[config.mk]
export PLATFORM = sky130hd
export DESIGN_NAME = tff_mod_counter_flat
export DESIGN_NICKNAME = d
export VERILOG_FILES = /design/src/rtl/tff_pkg.sv /design/src/rtl/tff_mod_counter_if.sv /design/src/rtl/tff_cell.sv /design/src/rtl/tff_mod_counter.sv /design/src/flat_wrapper.sv
export SDC_FILE = /design/constraint.sdc
export NUM_CORES = 1
export LEC_CHECK = 0
export ABC_AREA = 0
export BUFFER_PORTS_ARGS = -buffer_cell sky130_fd_sc_hd__buf_2
export CELL_PAD_IN_SITES_DETAIL_PLACEMENT = 1
export CELL_PAD_IN_SITES_GLOBAL_PLACEMENT = 2
export CORE_UTILIZATION = 35
export CTS_BUF_LIST = sky130_fd_sc_hd__clkbuf_16
export DETAILED_ROUTE_END_ITERATION = 7
export PLACE_DENSITY = 0.82
export SLEW_MARGIN = 10
export SYNTH_ARGS = -nofsm -noshare
export SYNTH_HDL_FRONTEND = slang
export SYNTH_SLANG_ARGS = --single-unit
[constraint.sdc]
create_clock -name clk -period 3.5 [get_ports clk]
set_input_delay 0.7 -clock clk [delete_from_list [all_inputs] [get_ports clk]]
set_output_delay 0.7 -clock clk [all_outputs]
set_load 0.005 [all_outputs]
[src/rtl/tff_pkg.sv]
// Shared definitions for the T-flip-flop modulo counter: direction encoding and toggle-vector helper.
// Pure package; no timing or flow control of its own.
package tff_pkg;
  localparam logic DIR_UP = 1'b1;
  localparam logic DIR_DN = 1'b0;

  // Widest counter the toggle helper supports; callers zero-extend and truncate.
  localparam int TFF_MAX_W = 64;

  function automatic logic [TFF_MAX_W-1:0] tff_toggle_vec(input logic [TFF_MAX_W-1:0] q,
                                                          input logic [TFF_MAX_W-1:0] nq);
    return q ^ nq;
  endfunction
endpackage

[src/rtl/tff_mod_counter_if.sv]
// Control and status bundle of the modulo counter; slave = counter, master = controller.
// Level signals sampled every clk edge, no handshake or backpressure.
interface tff_mod_counter_if #(
  parameter int WIDTH = 8
) ();
  logic             clr;
  logic             load;
  logic [WIDTH-1:0] load_val;
  logic             en;
  logic             up;
  logic [WIDTH-1:0] max_val;
  logic [WIDTH-1:0] q;
  logic             tc;
  logic             ovf;

  modport master (
    output clr, load, load_val, en, up, max_val,
    input  q, tc, ovf
  );

  modport slave (
    input  clr, load, load_val, en, up, max_val,
    output q, tc, ovf
  );
endinterface

[src/rtl/tff_cell.sv]
// One counter bit: T flip-flop, toggles on clk when t is high, async active-high reset to INIT.
// One-edge latency; no backpressure.
module tff_cell #(
  parameter logic INIT = 1'b0
) (
  input  logic clk,
  input  logic rst,
  input  logic t,
  output logic q
);
  always_ff @(posedge clk or posedge rst) begin
    if (rst) begin
      q <= INIT;
    end else if (t) begin
      q <= ~q;
    end
  end
endmodule

[src/rtl/tff_mod_counter.sv]
// Modulo up/down counter on a bank of T cells with clear/load, wrap-or-saturate, tc pulse and sticky ovf.
// Actions appear on q one clk edge after sampling; no backpressure, inputs are sampled every edge.
module tff_mod_counter
  import tff_pkg::*;
#(
  parameter int             WIDTH     = 8,
  parameter int             SATURATE  = 0,
  parameter logic [WIDTH-1:0] RESET_VAL = '0
) (
  input logic              clk,
  input logic              rst,
  tff_mod_counter_if.slave bus
);
  logic [WIDTH-1:0] q;
  logic [WIDTH-1:0] nq;
  logic [WIDTH-1:0] t;
  logic             bnd;
  logic             tc_r;
  logic             ovf_r;

  // Next state; priority clr > load > en > hold, and only the enabled count can raise a boundary.
  always_comb begin
    nq  = q;
    bnd = 1'b0;
    if (bus.clr) begin
      nq = '0;
    end else if (bus.load) begin
      nq = (bus.load_val > bus.max_val) ? bus.max_val : bus.load_val;
    end else if (bus.en) begin
      unique case (bus.up)
        DIR_UP: begin
          if (q < bus.max_val) begin
            nq = q + WIDTH'(1);
          end else begin
            bnd = 1'b1;
            nq  = (SATURATE != 0) ? bus.max_val : '0;
          end
        end
        DIR_DN: begin
          if (q > bus.max_val) begin
            nq = bus.max_val;
          end else if (q != '0) begin
            nq = q - WIDTH'(1);
          end else begin
            bnd = 1'b1;
            nq  = (SATURATE != 0) ? '0 : bus.max_val;
          end
        end
        default: nq = q;
      endcase
    end
  end

  assign t = WIDTH'(tff_toggle_vec(TFF_MAX_W'(q), TFF_MAX_W'(nq)));

  for (genvar i = 0; i < WIDTH; i++) begin : g_cell
    tff_cell #(.INIT(RESET_VAL[i])) u_cell (
      .clk (clk),
      .rst (rst),
      .t   (t[i]),
      .q   (q[i])
    );
  end

  always_ff @(posedge clk or posedge rst) begin
    if (rst) begin
      tc_r  <= 1'b0;
      ovf_r <= 1'b0;
    end else if (bus.clr) begin
      tc_r  <= 1'b0;
      ovf_r <= 1'b0;
    end else begin
      tc_r <= bnd;
      if (bnd) begin
        ovf_r <= 1'b1;
      end
    end
  end

  assign bus.q   = q;
  assign bus.tc  = tc_r;
  assign bus.ovf = ovf_r;
endmodule

[src/flat_wrapper.sv]
// flat-port wrapper written by rule: the top's interface ports become plain ports
module tff_mod_counter_flat import tff_pkg::*;
#(
  parameter int             WIDTH     = 8,
  parameter int             SATURATE  = 0,
  parameter logic [WIDTH-1:0] RESET_VAL = '0
)
  (clk, rst, bus_clr, bus_load, bus_load_val, bus_en, bus_up, bus_max_val, bus_q, bus_tc, bus_ovf);
  tff_mod_counter_if #(.WIDTH(WIDTH)) bus_i ();
  input logic clk;
  input logic rst;
  input wire logic [$bits(bus_i.clr)-1:0] bus_clr;
  input wire logic [$bits(bus_i.load)-1:0] bus_load;
  input wire logic [$bits(bus_i.load_val)-1:0] bus_load_val;
  input wire logic [$bits(bus_i.en)-1:0] bus_en;
  input wire logic [$bits(bus_i.up)-1:0] bus_up;
  input wire logic [$bits(bus_i.max_val)-1:0] bus_max_val;
  output wire logic [$bits(bus_i.q)-1:0] bus_q;
  output wire logic [$bits(bus_i.tc)-1:0] bus_tc;
  output wire logic [$bits(bus_i.ovf)-1:0] bus_ovf;
  assign bus_i.clr = bus_clr;
  assign bus_i.load = bus_load;
  assign bus_i.load_val = bus_load_val;
  assign bus_i.en = bus_en;
  assign bus_i.up = bus_up;
  assign bus_i.max_val = bus_max_val;
  assign bus_q = bus_i.q;
  assign bus_tc = bus_i.tc;
  assign bus_ovf = bus_i.ovf;
  tff_mod_counter #(.WIDTH(WIDTH), .SATURATE(SATURATE), .RESET_VAL(RESET_VAL)) u_core (.clk(clk), .rst(rst), .bus(bus_i));
endmodule
==> results of run 1 <==
[layer usage]
layer	vias to the layer above	part of all wire [%]
met1	764	43
met4	0	0.36
li1	741	-
met2	48	51
met3	2	5.4
met5	-	0
[worst min path at each step]
stage / from / endpoint / slack, ns / cells past startpoint
CTS: rst / u_core.bus.ovf$_DFFE_PP0P_ / 0.47 / 2
detailed placement: u_core.bus.ovf$_DFFE_PP0P_ / u_core.bus.ovf$_DFFE_PP0P_ / 0.51 / 2
global placement: u_core.bus.ovf$_DFFE_PP0P_ / u_core.bus.ovf$_DFFE_PP0P_ / 0.47 / 2
global route: rst / u_core.g_cell[5].u_cell.q$_DFFE_PP0P_ / 0.49 / 2
finish: rst / u_core.g_cell[4].u_cell.q$_DFFE_PP0P_ / 0.46 / 2
floorplan: u_core.bus.ovf$_DFFE_PP0P_ / u_core.bus.ovf$_DFFE_PP0P_ / 0.47 / 2
[registers in the layout (all words and copies together), names as in the netlist]
signal / cells
u_core.bus.ovf: 1
u_core.bus.tc: 1
u_core.g_cell.u_cell.q: 8
[synth_stat cells (all sizes together), types with 6 or more instances]
cell / count / share of area [%]
a21oi: 12 / 4.1
nand3: 6 / 1.9
dfrtp: 10 / 16
mux2i: 7 / 4.5
a211o: 8 / 4.5
nand4: 6 / 2.4
nor3: 9 / 3.2
a31oi: 6 / 2.4
inv: 13 / 3.2
clkbuf: 6 / 1.5
buf: 12 / 5.6
ha: 19 / 15
nand2: 11 / 2.7
nor2: 7 / 1.7
[kinds of logic after synthesis]
group	count (synthesis)	synth area share [%]
flip-flops	10	16.2
AND/OR/NAND/NOR	56	21.0
multiplexers	7	4.53
buffers and inverters	31	10.2
AO/OA/AOI/OAI	55	27.6
adder cells (fa/ha/maj)	19	15.4
XOR/XNOR	9	5.10
[layout make-up]
class                   count  area [um2]
fillers                   514        2380
multi-input cells         146        1140
flip-flops and latches     10         250
repair buffers             32         163
clock buffers               3        75.1
well taps                  50        62.6
inverters                  13        48.8
[metrics by stage]
step,total power [mW],std cells,util (%)
after floorplan,0.350,187,-
after global placement,0.409,251,40.4
after detailed placement,0.419,251,40.4
after CTS,0.619,254,42.2
after global routing,0.663,254,42.2
final,0.617,254,42.2
[power breakdown]
part	switching, mW	internal, mW
clock network	0.0505	0.148
logic	0.151	0.113
registers	0.0277	0.126
total	0.230	0.387
==> impl_results.md, run 1 <==
- Die X: 68.5 um
- Hold Slack: 0.455 ns
- Largest net degree at the start of global routing: 19
- Crit Reg-Reg Startpoint: u_core.g_cell[0].u_cell.q$_DFFE_PP0P_
- Port bufs: 31
- VDD IR max: 0.205 mV
- CP most frequent cell: a21oi_1
- Setup crit end kind: register
- WP data arrival: 2.82 ns
- Worst Setup SP: bus_max_val[7]
- Starting Density: 37.6%
- Dpl ws: 0.578 ns
- Max-slew violations: 0
- Most frequent cells in the layout: buf_2 (31), ha_1 (19), inv_1 (13)
- Num Clock Sinks: 10
- CTS tree: built
- Setup total negative slack: 0 ns
- Post-Route WL: 5030 um
- Initial antenna violation count: 0
- Status: completed
- Final hold violations: 0
- Global-route wire length before repair: about 8000 um
- Minimum clock period: 2.71 ns
- Die Y: 68.5 um
- Top delay family on crit path: compound AO/OA/AOI/OAI gates
- Root buf cell: clkbuf_16
- EDFF count, synth: 0
- Total GRT Usage: between 20% and 30%
- Count of distinct cell types in the synthesized netlist: 44
- Post-route ant nets: 0
- Area growth from synthesis to layout: 12.4%
- Top Usage Layer GRT: met2
- Total gr overflow: 0
- Die Area: 4690 um2
- Vias in the first global route: 1620
- Unrepaired setup endpoints after global routing: no
- Via count: 1555
- WP buf/inv: 2
- PnR worst setup slack: 0.792 ns
- Worst-path fanout max: 8
- Sequential fraction of the synthesis area: ~16%
- 1st-iter DRT viols: 67
- Req. time, crit path: 3.62 ns
- Average via count per standard cell: around 6.1
- Reg-to-reg slack, setup: 0.96 ns
- Crit path kind: primary input to register
- Post-DP Area: 1660 um2
- Row count: 23
- Cell depth of the worst setup path: 8
- Setup Buffers After CTS: 0
- Slowest cell on crit path: o22ai_1
- Critical Path Start Type: primary input
- Endpoint of the worst register-to-register path: u_core.g_cell[0].u_cell.q$_DFFE_PP0P_
- DPL Wire Length: 4080 um
- Final Skew: 0.00371 ns
- Layout cells sized above 1: a little over a fifth
- Leak: 0.837 nW
- Clock Latency Late Sink: 0.23 ns
- WL per Instance: 19.8 um
- Syn Inst Count: ~190
- Relative slew slack: 51.7%
- M3 GR Usage: 4.33%
- Cell Pwr Density: approximately 360 nW/um2
- Area of the core: a little over 4000 um2
- Max-Cap Viols: 0
- Hold WC Path Type: primary input to async pin
- Final #Nets: roughly 250
- CTS clk-pin slew, worst paths: 0.04 ns
- DRT Pass-1 Iters: 4
- Slew @ Worst Pin: 0.725 ns
- Most common cell after layout, fill and taps aside: buf_2
- Final period util: approximately 77%
- Mean Syn Cell Area: around 8.3 um2
- Fmax: approximately 370 MHz
- CTS buffer count: 3
- Syn_nets: 228
- CTS Hold Bufs: 0
- Ys flop type: dfrtp_1
- Post_cts resized: 0
- Final setup vio count: 0
- Post-synth ARST share: 100%
- Cell area after layout: 1740 um2
- Clock tree buffer depth: 2
- Register bit count reported by yosys: 10
- R2R depth: 8
- # diodes: 0
- GP Congestion: 0.845
- H-tree depth: 1
- Yosys warns: 0
- GRT met2 Usage: 45.1%
- DRC: 0
- CP Cell Sequence: buf_2 -> inv_1 -> ha_1 -> a21oi_1 -> o21ai_0 -> o22ai_1 -> a21oi_1 -> o311a_1
- Met1 global-route usage: 30.0%
- CP Capture Point: u_core.g_cell[1].u_cell.q$_DFFE_PP0P_
- IO Pins: 32
- Mapped cell area: 1550 um2
- Largest stage delay on the critical path: 0.63 ns
Note: power is estimated with default switching activity, not from simulation.
==> inputs of run 2 (changes only) <==
--- a/config.mk
+++ b/config.mk
@@ -5,14 +5,14 @@
 export SDC_FILE = /design/constraint.sdc
 export NUM_CORES = 1
 export LEC_CHECK = 0
-export ABC_AREA = 0
+export ABC_AREA = 1
 export BUFFER_PORTS_ARGS = -buffer_cell sky130_fd_sc_hd__buf_2
 export CELL_PAD_IN_SITES_DETAIL_PLACEMENT = 1
 export CELL_PAD_IN_SITES_GLOBAL_PLACEMENT = 2
-export CORE_UTILIZATION = 35
+export CORE_UTILIZATION = 29
 export CTS_BUF_LIST = sky130_fd_sc_hd__clkbuf_16
 export DETAILED_ROUTE_END_ITERATION = 7
-export PLACE_DENSITY = 0.82
+export PLACE_DENSITY = 0.76
 export SLEW_MARGIN = 10
 export SYNTH_ARGS = -nofsm -noshare
 export SYNTH_HDL_FRONTEND = slang
==> constraint.sdc (replaced) <==
create_clock -name clk -period 2.5 [get_ports clk]
set_input_delay 0.5 -clock clk [delete_from_list [all_inputs] [get_ports clk]]
set_output_delay 0.5 -clock clk [all_outputs]
set_load 0.005 [all_outputs]
==> impl_results.md, run 2 <==
- Status: completed
- Num Clock Sinks: 10 (unchanged)
- Top-count cell post-synth: nand2_1
- Average via count per standard cell: 4.88 (-20%)
- CTS Hold Bufs: 0 (unchanged)
- Adder and majority gate portion of the synthesized area: 14.3% (-1.1 points)
- Mean Syn Cell Area: 6.06 um2 (-27%)
- Sequential fraction of the synthesis area: 15.0% (-1.2 points)
- Slowest cell on crit path: ha_1
- Fmax: 476 MHz
- Slew @ Worst Pin: 0.447 ns (-0.277 ns)
- Setup crit end kind: register
- DRT Pass-1 Iters: 5 (+1)
- Unrepaired setup endpoints after global routing: no
- Final period util: 84.0%
- Register bit count reported by yosys: 10 (unchanged)
- Largest stage delay on the critical path: 0.27 ns (-0.36 ns)
- Synth area leader: nand2_1
- Starting Density: 30.1% (-7.5 points)
- Main combinational cell family by area after synthesis: simple AND/OR/NAND/NOR gates
- Clock Latency Late Sink: 0.24 ns (about the same)
- Most frequent cells in the layout: nand2_1 (88), nand3_1 (40), buf_2 (31)
- Crit path kind: primary input to register
- Final setup vio count: 0 (unchanged)
- VDD IR max: 0.333 mV (+62%)
- Xor/xnor share of the synthesized area: 3.15% (-1.9 points)
- Syn Inst Count: 275 (+47%)
- Max-Cap Viols: 0 (unchanged)
- Net Sw Frac: 41.0% (+3.8 points)
- Post-synthesis simple-gate area fraction: 43.3% (+22 points)
- Most common cell after layout, fill and taps aside: nand2_1
- Post-synth top area share: 19.8% (+3.6 points)
- EDFF count, synth: 0 (unchanged)
- Die Area: 6060 um2 (+29%)
- Post_cts resized: 0 (unchanged)
- Count of distinct cell types in the synthesized netlist: 27 (-39%)
- Placed insts: 374 (+49%)
- Setup Buffers After CTS: 0 (unchanged)
- Area growth from synthesis to layout: 17.2%
- Row count: 27 (+17%)
- Syn_nets: 316 (+39%)
- Post-synth ARST share: 100% (unchanged)
- Top cells by area, synth: nand2_1 (20%), dfrtp_1 (15%), ha_1 (14%)
- Endpoint of the worst register-to-register path: u_core.g_cell[3].u_cell.q$_DFFE_PP0P_
- Total Power: 936 uW (+52%)
- Cell Pwr Density: 479 nW/um2 (+35%)
- Setup total negative slack: 0 ns (unchanged)
- Max reg flops: 8 (unchanged)
- Port bufs: 31 (unchanged)
- 1st-iter DRT viols: 68 (+1.5%)
- CP Cell Sequence: buf_2 -> inv_1 -> ha_1 -> a21oi_1 -> nor2_1 -> nor2_1 -> nand3_1 -> o21ai_0 -> inv_1 -> nand2_1 -> nand2_1 -> a21oi_1
- CTS tree: built
- Initial antenna violation count: 0 (unchanged)
- Sequential cell area: 250 um2 (unchanged)
- Leak: 1.14 nW (+36%)
- H-tree depth: 1 (unchanged)
- Yosys warns: 0 (unchanged)
- Post-Route WL: 5820 um (+16%)
- Global-route wire length before repair: 9960 um (+21%)
- Final hold violations: 0 (unchanged)
- Multiplexer share of the synthesized area: 0% (-4.5 points)
- Req. time, crit path: 2.66 ns (-0.96 ns)
- Die Y: 77.8 um (+14%)
- PnR worst setup slack: 0.400 ns (-0.392 ns)
- Synth top cells by count: nand2_1 (88), nand3_1 (40), inv_1 (29)
- GP Congestion: 0.901 (+6.6%)
- Net Switching: 384 uW (+67%)
- CTS buffer count: 3 (unchanged)
- Cell Int Power: 552 uW (+43%)
- Clock tree buffer depth: 2 (unchanged)
- IO Pins: 32 (unchanged)
- Seq pwr share: 20.7% (-4.3 points)
- Minimum clock period: 2.10 ns
- # diodes: 0 (unchanged)
- Dpl ws: 0.177 ns (-0.401 ns)
- Area of the core: 5540 um2 (+35%)
- R2R depth: 9 (+1)
- DRC: 0 (unchanged)
- Final #Nets: 348 (+41%)
- Ys flop type: dfrtp_1
- Relative slew slack: 70.1% (+18 points)
- Met1 global-route usage: 28.1% (-1.9 points)
- Largest net degree at the start of global routing: 14 (-5)
- Critical Path Start Type: primary input
- Crit Reg-Reg Startpoint: u_core.g_cell[7].u_cell.q$_DFFE_PP0P_
- WL per Instance: 15.4 um (-22%)
- Compound-Gate Fraction of Synth Area: 9.30% (-18 points)
- Max-slew violations: 0 (unchanged)
- Vias in the first global route: 1966 (+21%)
- Worst-path fanout max: 6 (-2)
- Post-Layout Cell Count: 378 (+49%)
- Via count: 1843 (+19%)
- Post-route ant nets: 0 (unchanged)
- Reg-to-reg slack, setup: 0.41 ns (-0.55 ns)
- Top Usage Layer GRT: met2
- M3 GR Usage: 2.00% (-2.3 points)
- Final Skew: 0.00294 ns (-0.000763 ns)
- DPL Wire Length: 4900 um (+20%)
- Hold WC Path Type: primary input to async pin
- Layout cells sized above 1: 19.0% (-2.6 points)
- Clock power share: 30.3% (-1.9 points)
- WP data arrival: 2.26 ns (-0.56 ns)
- Combinational share of power: 49.1% (+6.3 points)
- Root buf cell: clkbuf_16
- Die X: 77.8 um (+14%)
- Total GRT Usage: 21.2% (-3.1 points)
- Area of the multi-input gates: 1170 um2 (+2.5%)
- Fillers: 777 (+51%)
- Largest Register: u_core.g_cell.u_cell.q
- Mapped cell area: 1670 um2 (+7.8%)
- GRT met2 Usage: 37.2% (-7.9 points)
- Total gr overflow: 0 (unchanged)
- CTS clk-pin slew, worst paths: 0.04 ns (about the same)
[run 2: cell count changes after synthesis, moves of 5 or more]
cell / change
a211o_1: -8
a211oi_1: -5
a21oi_1: +8
a31oi_1: -6
inv_1: +16
mux2i_1: -7
nand2_1: +77
nand3_1: +34
nor2_1: +13
nor3_1: -7
[run 2: power groups by stage]
| stage | registers (mW) | clock network (mW) | logic, mW |
|---|---|---|---|
| after floorplan | 0.196 | 0 | 0.320 |
| after global placement | 0.196 | 0 | 0.458 |
| after detailed placement | 0.196 | 0 | 0.459 |
| after CTS | 0.193 | 0.291 | 0.462 |
| after global routing | 0.195 | 0.299 | 0.526 |
| final | 0.194 | 0.283 | 0.459 |
[run 2: cell families (layout without fill, tap and decap cells)]
kind of cell / after synthesis / count (layout)
AO/OA/AOI/OAI: 30 / 30
XOR/XNOR: 6 / 6
adder cells (fa/ha/maj): 19 / 19
buffers and inverters: 48 / 79
flip-flops: 10 / 10
AND/OR/NAND/NOR: 162 / 162
[run 2: cell type report]
cell class                      instances  share of cell area, %
Clock buffer                            3                   3.84
Clock inverter                          1                  0.192
Inverter                               34                   7.04
Multi-Input combinational cell        217                   59.7
Sequential cell                        10                   12.8
Tap cell                               72                   4.61
Timing Repair Buffer                   41                   11.8
[run 2: worst max-delay path by stage]
stage / start / to / slack (ns) / depth (start not counted)
2_1_floorplan: bus_max_val[7] / u_core.g_cell[0].u_cell.q$_DFFE_PP0P_ / 0.65 / 11
3_3_place_gp: bus_max_val[5] / u_core.g_cell[3].u_cell.q$_DFFE_PP0P_ / 0.14 / 12
3_5_place_dp: bus_max_val[5] / u_core.g_cell[3].u_cell.q$_DFFE_PP0P_ / 0.18 / 12
4_1_cts: bus_max_val[5] / u_core.g_cell[3].u_cell.q$_DFFE_PP0P_ / 0.41 / 12
5_1_grt: bus_max_val[5] / u_core.g_cell[3].u_cell.q$_DFFE_PP0P_ / 0.23 / 12
6_report: bus_max_val[5] / u_core.g_cell[3].u_cell.q$_DFFE_PP0P_ / 0.40 / 12
[run 2: through the flow]
stage,util (%),hold WS (ns),instance area [um2]
final,35.3,0.240,1950
after global routing,35.3,0.280,1950
after floorplan,-,0.340,1670
after CTS,35.3,0.250,1950
after detailed placement,33.9,0.469,1880
after global placement,33.9,0.462,1880
[run 2: worst max-delay path: cells and delay by family]
kind	cells	cell delay, ns
AND/OR/NAND/NOR	5	0.59
AO/OA/AOI/OAI	3	0.57
adder cells (fa/ha/maj)	1	0.27
buffers and inverters	3	0.31
[run 2: routing by layer]
metal	vias to the layer above	share of wire, %
met1	864	51
met3	5	1.8
met4	0	0.76
li1	944	-
met5	-	0
met2	30	47
==> inputs of run 3 (changes only) <==
--- a/config.mk
+++ b/config.mk
@@ -5,14 +5,14 @@
 export SDC_FILE = /design/constraint.sdc
 export NUM_CORES = 1
 export LEC_CHECK = 0
-export ABC_AREA = 1
+export ABC_AREA = 0
 export BUFFER_PORTS_ARGS = -buffer_cell sky130_fd_sc_hd__buf_2
 export CELL_PAD_IN_SITES_DETAIL_PLACEMENT = 1
 export CELL_PAD_IN_SITES_GLOBAL_PLACEMENT = 2
 export CORE_UTILIZATION = 29
 export CTS_BUF_LIST = sky130_fd_sc_hd__clkbuf_16
 export DETAILED_ROUTE_END_ITERATION = 7
-export PLACE_DENSITY = 0.76
+export PLACE_DENSITY = 0.72
 export SLEW_MARGIN = 10
 export SYNTH_ARGS = -nofsm -noshare
 export SYNTH_HDL_FRONTEND = slang
==> constraint.sdc (replaced) <==
create_clock -name clk -period 1.7 [get_ports clk]
set_input_delay 0.34 -clock clk [delete_from_list [all_inputs] [get_ports clk]]
set_output_delay 0.34 -clock clk [all_outputs]
set_load 0.005 [all_outputs]
==> impl_results.md, run 3 (same netlist as run 1, synthesis figures left out) <==
- Status: finished with violations
- Failing checks: negative setup slack
- H-tree depth: 1 (unchanged)
- CTS Hold Bufs: 0 (unchanged)
- Hold WC Path Type: primary input to async pin
- Final core occ: 45.5% (+10 points)
- WL per Instance: 19.1 um (+24%)
- WP buf/inv: 0 (-3)
- Final Skew: 0.00151 ns (-0.00143 ns)
- WP data arrival: 2.22 ns (-0.04 ns)
- Port bufs: 31 (unchanged)
- Starting Density: 30.3% (+0.18 points)
- Cell area after layout: 2330 um2 (+19%)
- Die Y: 75.0 um (-3.6%)
- Via count: 1744 (-5.4%)
- Total Power: 1.58 mW (+69%)
- CP Cell Sequence: ha_4 -> nor2b_4 -> o211ai_2 -> a21oi_4 -> o22a_4 -> or4_4 -> a31oi_4
- Largest net degree at the start of global routing: 19 (+5)
- Final period util: 121%
- Critical Path Start Type: register
- Setup crit end kind: register
- Area of the multi-input gates: 1390 um2 (+19%)
- Slowest cell on crit path: or4_4
- Setup total negative slack: -3.01 ns (-3.01 ns)
- Worst-path fanout max: 6 (unchanged)
- Max reg flops: 8 (unchanged)
- Fmax: 485 MHz
- 1st-iter DRT viols: 65 (-4.4%)
- Max-slew violations: 0 (unchanged)
- R2R depth: 7 (-2)
- PnR worst setup slack: -0.361 ns (-0.761 ns)
- IO Pins: 32 (unchanged)
- Area of the core: 5110 um2 (-7.8%)
- Worst Setup SP: u_core.g_cell[1].u_cell.q$_DFFE_PP0P_
- Final setup vio count: 10 (+10)
- Placed insts: 307 (-18%)
- Die Area: 5630 um2 (-7.1%)
- Most common cell after layout, fill and taps aside: buf_4
- Vias in the first global route: 1821 (-7.4%)
- Most frequent cells in the layout: buf_4 (35), buf_2 (31), ha_1 (13)
- Leak: 1.09 nW (-4.7%)
- Average via count per standard cell: 5.57 (+14%)
- Row count: 26 (-3.7%)
- Slew @ Worst Pin: 0.464 ns (+0.0164 ns)
- Die X: 75.0 um (-3.6%)
- CTS buffer count: 3 (unchanged)
- Post-route ant nets: 0 (unchanged)
- Total GRT Usage: 21.9% (+0.71 points)
- Post-Route WL: 5980 um (+2.9%)
- Minimum clock period: 2.06 ns
- Layout cells sized above 1: 46.9% (+28 points)
- Relative slew slack: 69.1% (-1.1 points)
- Hold Slack: 0.0922 ns (-0.148 ns)
- Clock Latency Late Sink: 0.24 ns (about the same)
- Largest Register: u_core.g_cell.u_cell.q
- Top delay family on crit path: compound AO/OA/AOI/OAI gates
- DRT Pass-1 Iters: 4 (-1)
- VDD IR max: 0.312 mV (-6.3%)
- Area growth from synthesis to layout: 50.4%
- Fillers: 608 (-22%)
- Global-route wire length before repair: 9060 um (-9.0%)
- GP Congestion: 0.874 (-3.1%)
- Sequential cell area: 253 um2 (+1.0%)
- Post-DP Area: 2040 um2 (+8.6%)
- # diodes: 0 (unchanged)
- Final hold violations: 0 (unchanged)
- Dpl ws: -0.598 ns (-0.774 ns)
- Total gr overflow: 0 (unchanged)
- Post-Layout Cell Count: 313 (-17%)
- Unrepaired setup endpoints after global routing: yes
- Final #Nets: 285 (-18%)
- DRC: 0 (unchanged)
- CTS clk-pin slew, worst paths: 0.04 ns (about the same)
- Max-Cap Viols: 0 (unchanged)
- DPL Wire Length: 4620 um (-5.8%)
- Req. time, crit path: 1.86 ns (-0.80 ns)
- Root buf cell: clkbuf_16
- Clock tree buffer depth: 2 (unchanged)
- Largest stage delay on the critical path: 0.50 ns (+0.23 ns)
- Cell Pwr Density: 680 nW/um2 (+42%)
- Crit path kind: register to register
- Initial antenna violation count: 0 (unchanged)
- Crit Reg-Reg Startpoint: u_core.g_cell[1].u_cell.q$_DFFE_PP0P_
- Num Clock Sinks: 10 (unchanged)
- CTS tree: built
- Cell depth of the worst setup path: 7 (-5)
run 3: cell count changes in the layout (fill, tap and decap cells not counted), sizes merged, moves of 8 or more:
| cell | change |
|---|---|
| nand2 | -81 |
| nand3 | -36 |
| buf | +29 |
| inv | -16 |
| nor2 | -14 |
| a211o | +8 |
run 3: where the power goes:
part / total, mW / switching, mW / internal, mW
Clock: 0.429 / 0.120 / 0.309
Sequential: 0.283 / 0.0207 / 0.262
Combinational: 0.871 / 0.458 / 0.413
run 3: worst paths after layout:
kind | slack [ns] | endpoint
worst max register to register | -0.36 | u_core.g_cell[5].u_cell.q$_DFFE_PP0P_
worst min register to register | 0.53 | u_core.bus.ovf$_DFFE_PP0P_
worst max-delay path | -0.36 | u_core.g_cell[5].u_cell.q$_DFFE_PP0P_
min in group clk | 0.48 | u_core.bus.tc$_DFF_PP0_
max in group asynchronous | 1.28 | u_core.g_cell[5].u_cell.q$_DFFE_PP0P_
worst min-delay path | 0.09 | u_core.bus.tc$_DFF_PP0_
run 3: layout make-up:
| cell class | count | share of cell area (%) |
|---|---|---|
| multi-input combinational | 146 | 59.6 |
| timing repair buffer | 70 | 20.3 |
| sequential | 10 | 10.9 |
| tap | 70 | 3.77 |
| clock buffer | 3 | 3.23 |
| inverter | 13 | 2.10 |
| clock inverter | 1 | 0.161 |
run 3: layer usage:
layer	part of all wire, %	global-route usage, %
met2	51	40.5
met3	2.7	1.07
met5	0	0
met1	44	27.0
met4	2.2	7.34
run 3: timing repair:
item | 4_1_cts | 5_1_grt
pin swaps | 18 | 8
setup buffers | 2 | 1
setup endpoints to repair | 10 | 10
resized for setup | 14 | 18
